### src/rtl/lcd_scan.sv
// lcd_scan: 640x480@60 VGA scan generator for a 640x64-pixel Z88 LCD image.
// Each source line is shown on 4 VGA lines, one VRAM nibble covers 4 pixels.
// Every output is delayed 3 mck cycles from the counter state.
// Optional feature macro: LCD_SCAN_TINT_EN (green LCD tint colours).
`timescale 1ns/1ps
module lcd_scan (
  input  logic        mck,
  input  logic        rin,
  input  logic        lcdon,
  output logic [13:0] vram_a,
  input  logic [3:0]  vram_di,
  output logic        vga_hs,
  output logic        vga_vs,
  output logic        vga_de,
  output logic [3:0]  vga_r,
  output logic [3:0]  vga_g,
  output logic [3:0]  vga_b,
  output logic        vblank
);

  localparam logic [9:0] H_LAST   = 10'd799;
  localparam logic [9:0] H_VIS    = 10'd640;
  localparam logic [9:0] H_SYNC_S = 10'd656;
  localparam logic [9:0] H_SYNC_E = 10'd752;
  localparam logic [9:0] V_LAST   = 10'd524;
  localparam logic [9:0] V_VIS    = 10'd480;
  localparam logic [9:0] V_SYNC_S = 10'd490;
  localparam logic [9:0] V_SYNC_E = 10'd492;
  localparam logic [9:0] V_IMG    = 10'd256;
  localparam int         DLY      = 2;   // stage registers before the output register

`ifdef LCD_SCAN_TINT_EN
  localparam logic [11:0] FG_COL = 12'h124;
  localparam logic [11:0] BG_COL = 12'h9B8;
`else
  localparam logic [11:0] FG_COL = 12'h000;
  localparam logic [11:0] BG_COL = 12'hFFF;
`endif

  // Per-pixel attributes carried down the delay pipeline (syncs active-high here).
  typedef struct packed {
    logic       hs;
    logic       vs;
    logic       de;
    logic       img;
    logic       vb;
    logic [1:0] k;
  } stage_t;

  logic [9:0]  hcnt_q, hcnt_d;
  logic [9:0]  vcnt_q, vcnt_d;
  logic        lcd_en_q, lcd_en_d;
  logic [13:0] vram_a_q, vram_a_d;
  stage_t      stage_d;
  stage_t      pipe_q [0:DLY-1];
  stage_t      last_s;
  logic [3:0]  sh_q, sh_d;
  logic        pix;
  logic        hs_q, vs_q, de_q, vb_q;
  logic [11:0] col_q, col_d;
  logic        vis, in_img, frame_start;

  // Next-state for the horizontal and vertical raster counters.
  always_comb begin
    hcnt_d = hcnt_q + 10'd1;
    vcnt_d = vcnt_q;
    if (hcnt_q == H_LAST) begin
      hcnt_d = 10'd0;
      vcnt_d = (vcnt_q == V_LAST) ? 10'd0 : vcnt_q + 10'd1;
    end
  end

  // Decode the current counter state into pipeline attributes and the VRAM fetch.
  always_comb begin
    frame_start = (hcnt_q == 10'd0) && (vcnt_q == 10'd0);
    // lcdon is latched at frame start but must already apply to that first pixel.
    lcd_en_d    = frame_start ? lcdon : lcd_en_q;
    vis         = (hcnt_q < H_VIS) && (vcnt_q < V_VIS);
    in_img      = vis && (vcnt_q < V_IMG);
    stage_d     = '0;
    stage_d.hs  = (hcnt_q >= H_SYNC_S) && (hcnt_q < H_SYNC_E);
    stage_d.vs  = (vcnt_q >= V_SYNC_S) && (vcnt_q < V_SYNC_E);
    stage_d.de  = vis;
    stage_d.img = in_img && lcd_en_d;
    stage_d.vb  = (hcnt_q == 10'd0) && (vcnt_q == V_VIS);
    stage_d.k   = hcnt_q[1:0];
    // Address goes out at the first pixel of a group; the nibble returns two
    // cycles later, exactly when that pixel reaches the last pipeline stage.
    vram_a_d = vram_a_q;
    if (in_img && (hcnt_q[1:0] == 2'b00)) begin
      vram_a_d = {vcnt_q[7:2], hcnt_q[9:2]};
    end
  end

  assign last_s = pipe_q[DLY-1];

  // Pixel selection: first pixel of a group comes straight from VRAM, the rest from the shifter.
  always_comb begin
    pix  = sh_q[3];
    sh_d = {sh_q[2:0], 1'b0};
    if (last_s.k == 2'b00) begin
      pix  = vram_di[3];
      sh_d = {vram_di[2:0], 1'b0};
    end
    col_d = 12'h000;
    if (last_s.de) begin
      col_d = (last_s.img && pix) ? FG_COL : BG_COL;
    end
  end

  // Raster counters, sampled lcdon and VRAM address register.
  always_ff @(posedge mck or posedge rin) begin
    if (rin) begin
      hcnt_q   <= 10'd0;
      vcnt_q   <= 10'd0;
      lcd_en_q <= 1'b0;
      vram_a_q <= 14'd0;
    end else begin
      hcnt_q   <= hcnt_d;
      vcnt_q   <= vcnt_d;
      lcd_en_q <= lcd_en_d;
      vram_a_q <= vram_a_d;
    end
  end

  // Attribute delay pipeline.
  always_ff @(posedge mck or posedge rin) begin
    if (rin) begin
      for (int i = 0; i < DLY; i++) begin
        pipe_q[i] <= '0;
      end
    end else begin
      pipe_q[0] <= stage_d;
      for (int i = 1; i < DLY; i++) begin
        pipe_q[i] <= pipe_q[i-1];
      end
    end
  end

  // Output register stage and pixel shift register.
  always_ff @(posedge mck or posedge rin) begin
    if (rin) begin
      sh_q  <= 4'h0;
      hs_q  <= 1'b1;
      vs_q  <= 1'b1;
      de_q  <= 1'b0;
      vb_q  <= 1'b0;
      col_q <= 12'h000;
    end else begin
      sh_q  <= sh_d;
      hs_q  <= ~last_s.hs;
      vs_q  <= ~last_s.vs;
      de_q  <= last_s.de;
      vb_q  <= last_s.vb;
      col_q <= col_d;
    end
  end

  assign vram_a = vram_a_q;
  assign vga_hs = hs_q;
  assign vga_vs = vs_q;
  assign vga_de = de_q;
  assign vblank = vb_q;
  assign vga_r  = col_q[11:8];
  assign vga_g  = col_q[7:4];
  assign vga_b  = col_q[3:0];

endmodule

### config.mk
export PLATFORM = sky130hd
export DESIGN_NAME = lcd_scan
export DESIGN_NICKNAME = d
export VERILOG_FILES = /design/src/rtl/lcd_scan.sv
export SDC_FILE = /design/constraint.sdc
export NUM_CORES = 1
export LEC_CHECK = 0
export ABC_AREA = 1
export ABC_CLOCK_PERIOD_IN_PS = 4300
export CAP_MARGIN = 10
export CORE_UTILIZATION = 58
export CTS_CLUSTER_DIAMETER = 30
export DETAILED_ROUTE_END_ITERATION = 8
export GPL_TIMING_DRIVEN = 0
export PLACE_DENSITY = 0.84
export RECOVER_POWER = 100
export SETUP_SLACK_MARGIN = 0.1
export SYNTH_ARGS = -nofsm -noshare
export SYNTH_HDL_FRONTEND = slang
export SYNTH_SLANG_ARGS = --single-unit
### constraint.sdc
create_clock -name mck -period 4.3 [get_ports mck]
set_clock_uncertainty 0.15 [all_clocks]
set_input_delay 0.645 -clock mck [delete_from_list [all_inputs] [get_ports mck]]
set_output_delay 0.645 -clock mck [all_outputs]
set_load 0.005 [all_outputs]
==> impl_metrics.env <==
export IMPL_via_per_inst=5.178
export IMPL_setup_tns_ns=0
export IMPL_final_cells=376
export IMPL_track_usage_pct=25.14
export IMPL_max_cap_violations=0
export IMPL_synth_edf_count=0
export IMPL_p_sw_share_pct=18.87
export IMPL_min_period_ns=2.334
export IMPL_synthesis_nets=285
export IMPL_pwr_share_clk_pct=48.7
export IMPL_die_area_mm2=0.004737
export IMPL_area_delta_synth_final_pct=21.74
export IMPL_synth_area_mm2=0.002590
export IMPL_numPortBuffers=36
export IMPL_synth_top_area_share_pct=53.14
export IMPL_via_count=1947
export IMPL_clock_path_buffers=2
export IMPL_yosys_cell_count_top_type="nand2_1"
export IMPL_antenna_diode_count=0
export IMPL_synth_area_per_cell_um2=9.452
export IMPL_die_x_um=68.83
export IMPL_synth_area_leaders="dfrtp_1 53%, nand2_1 8.4%, inv_1 5.5%"
export IMPL_run_status="completed"
export IMPL_routed_wl_mm=5.161
export IMPL_rsz0062_at_grt="false"
export IMPL_power_leakage_uw=0.001521
export IMPL_worst_pin_slew_ns=0.5773
export IMPL_utilization_pct=76.09
export IMPL_cellPowerDensity_mw_per_mm2=357.4
export IMPL_fillCellCount=308
export IMPL_critPathLaunchType="register"
export IMPL_p_int_uw=914.2
export IMPL_root_buffer="clkbuf_8"
export IMPL_layout_drive_gt1_share_pct=11.66
export IMPL_hold_class="register to register"
export IMPL_slew_violations=0
export IMPL_worst_path_max_fanout=10
export IMPL_seq_area_frac_synth_pct=55.17
export IMPL_hold_depth=0
export IMPL_synth_cell_types=25
export IMPL_insertion_delay_ns=0.33
export IMPL_ctsHtreeMaxLevel=3
export IMPL_start_util_pct=62.50
export IMPL_hold_ws_ns=0.1942
export IMPL_grt_overflow_total=0
export IMPL_worstHoldEndpoint="vblank"
export IMPL_cp_arrival_ns=2.37
export IMPL_rows=23
export IMPL_numClockSinks=57
export IMPL_dp_hpwl_mm=3.619
export IMPL_setup_viol=0
export IMPL_drtIter0Drc=170
export IMPL_setup_worst_path_end_class="register"
export IMPL_dp_cells=361
export IMPL_hp_start="last_s[2]"
export IMPL_hold_viol=0
export IMPL_r2r_cells=7
export IMPL_io_pins=37
export IMPL_max_freq_ghz=0.4285
export IMPL_drc=0
export IMPL_seq_power_share_pct=48.0
export IMPL_cts_buffers=9
export IMPL_reg2reg_to="vcnt_q[0]"
export IMPL_p_comb_share_pct=3.3
export IMPL_holdBufCountCts=0
export IMPL_chipHeight_um=68.83
export IMPL_cts_setup_buffers=0
export IMPL_period_share_pct=54.28
export IMPL_grt_max_degree=46
export IMPL_coreArea_mm2=0.004144
export IMPL_synth_async_sr_flop_share_pct=100.0
export IMPL_gp_congestion=0.8671
export IMPL_wl_per_cell_um=13.73
export IMPL_drt_pass1_iterations=5
export IMPL_syn_inst=274
export IMPL_regToRegStartpoint="hcnt_q[0]"
export IMPL_irDropWorstVdd_mv=0.3251
export IMPL_ys_warn_count=0
export IMPL_reg2reg_setup_slack_ns=1.97
export IMPL_p_switching_uw=212.6
export IMPL_maxSlewHeadroom_pct=61.51
export IMPL_grt_pass1_wl_mm=8.190
export IMPL_synth_top_area_cell="dfrtp_1"
export IMPL_cts_tree="built"
export IMPL_grt_pass1_vias=1778
export IMPL_nets=333
export IMPL_seq_area_mm2=0.001429
export IMPL_antenna_found_initial=0
export IMPL_crit_type="register to register"
export IMPL_postRouteAntennaNets=0
export IMPL_multi_input_area_um2=824.5
export IMPL_synth_flop_cell="dfrtp_1"
export IMPL_synth_top_cells_by_count="58 x nand2_1, 55 x dfrtp_1, 38 x inv_1"
export IMPL_post_cts_resized=0
export IMPL_cp_data_required_time_ns=4.34
export IMPL_synth_seq_cells=57
export IMPL_clkTransAtPathRegs_ns=0.06
## state kept, by name, indices dropped and copies added (netlist names)
| name | cells |
|---|---|
| vblank | 1 |
| last_s | 7 |
| vram_a | 14 |
| hcnt_q | 10 |
| vcnt_q | 10 |
| pipe_q | 7 |
| col_q | 1 |
| sh_q | 3 |
| vga_vs | 1 |
| vga_hs | 1 |
| lcd_en_q | 1 |
| vga_de | 1 |
## worst max-delay path by stage
stage	startpoint	end	slack, ns
global placement	rin	vram_a[1]	1.15
finish	hcnt_q[0]	vcnt_q[0]	1.97
CTS	col_q[10]	vga_b[3]	1.93
floorplan	rin	col_q[10]	2.11
global route	hcnt_q[0]	vcnt_q[1]	1.79
detailed placement	col_q[10]	vga_b[3]	2.31
## layout make-up
cell class | count | area share (%)
buffer | 14 | 2.976
sequential | 57 | 45.32
clock buffer | 12 | 4.921
tap | 50 | 1.984
clock inverter | 3 | 2.063
timing repair buffer | 37 | 12.06
inverter | 38 | 4.524
multi-input combinational | 165 | 26.15
## critical path: stages (launching register included)
cell and delay, ns:
dfrtp_1 0.46, ha_1 0.24, nand2_2 0.06, nor2_1 0.21, nand3_2 0.10, nor2_1 0.39, clkbuf_1 0.44, o21ai_0 0.15
## per-stage QoR
step                      total power (uW)  instance area [um2]  worst slack (ns)
final                                 1127                 3153             1.966
after global routing                  1169                 3153             1.785
after CTS                             1137                 3253             1.932
after detailed placement             590.5                 3033             2.308
after global placement               587.1                 3013             1.150
after floorplan                      567.7                 2590             2.109
## layer usage
layer  track usage [%]  share of wire (%)
met2             40.20                 48
met5                 0                  0
met4             12.50               0.31
met3             6.086                6.1
met1             31.90                 45
## cell usage in the layout (no fill, tap or decap), types with 2 or more instances in the layout
| master | instances |
|---|---|
| ha_1 | 4 |
| nor2_1 | 29 |
| o21ai_2 | 3 |
| nor2_4 | 2 |
| nand3_1 | 13 |
| a21oi_1 | 2 |
| o21ai_0 | 25 |
| dlygate4sd3_1 | 22 |
| clkdlybuf4s50_1 | 14 |
| clkbuf_4 | 11 |
| nand2_2 | 3 |
| inv_1 | 38 |
| xor2_1 | 7 |
| nor3_1 | 5 |
| dfrtp_1 | 55 |
| nand2_1 | 58 |
| bufinv_16 | 2 |
| dfstp_2 | 2 |
| clkbuf_1 | 4 |
| clkbuf_8 | 11 |
| nand4_1 | 9 |
## power groups by stage
stage / clock [uW] / sequential (uW) / combinational [uW]
final: 549 / 541 / 37.6
after global routing: 585 / 541 / 43.3
after CTS: 556 / 541 / 40.1
after detailed placement: 0 / 550 / 40.1
after global placement: 0 / 550 / 36.7
after floorplan: 0 / 550 / 17.6
## logic make-up after synthesis
group,synth area share [%]
XOR/XNOR,2.367
buffers and inverters,10.00
AND/OR/NAND/NOR,22.42
AO/OA/AOI/OAI,8.116
adder cells (fa/ha/maj),1.932
flip-flops,55.17
(Power assumes the default switching activity.)
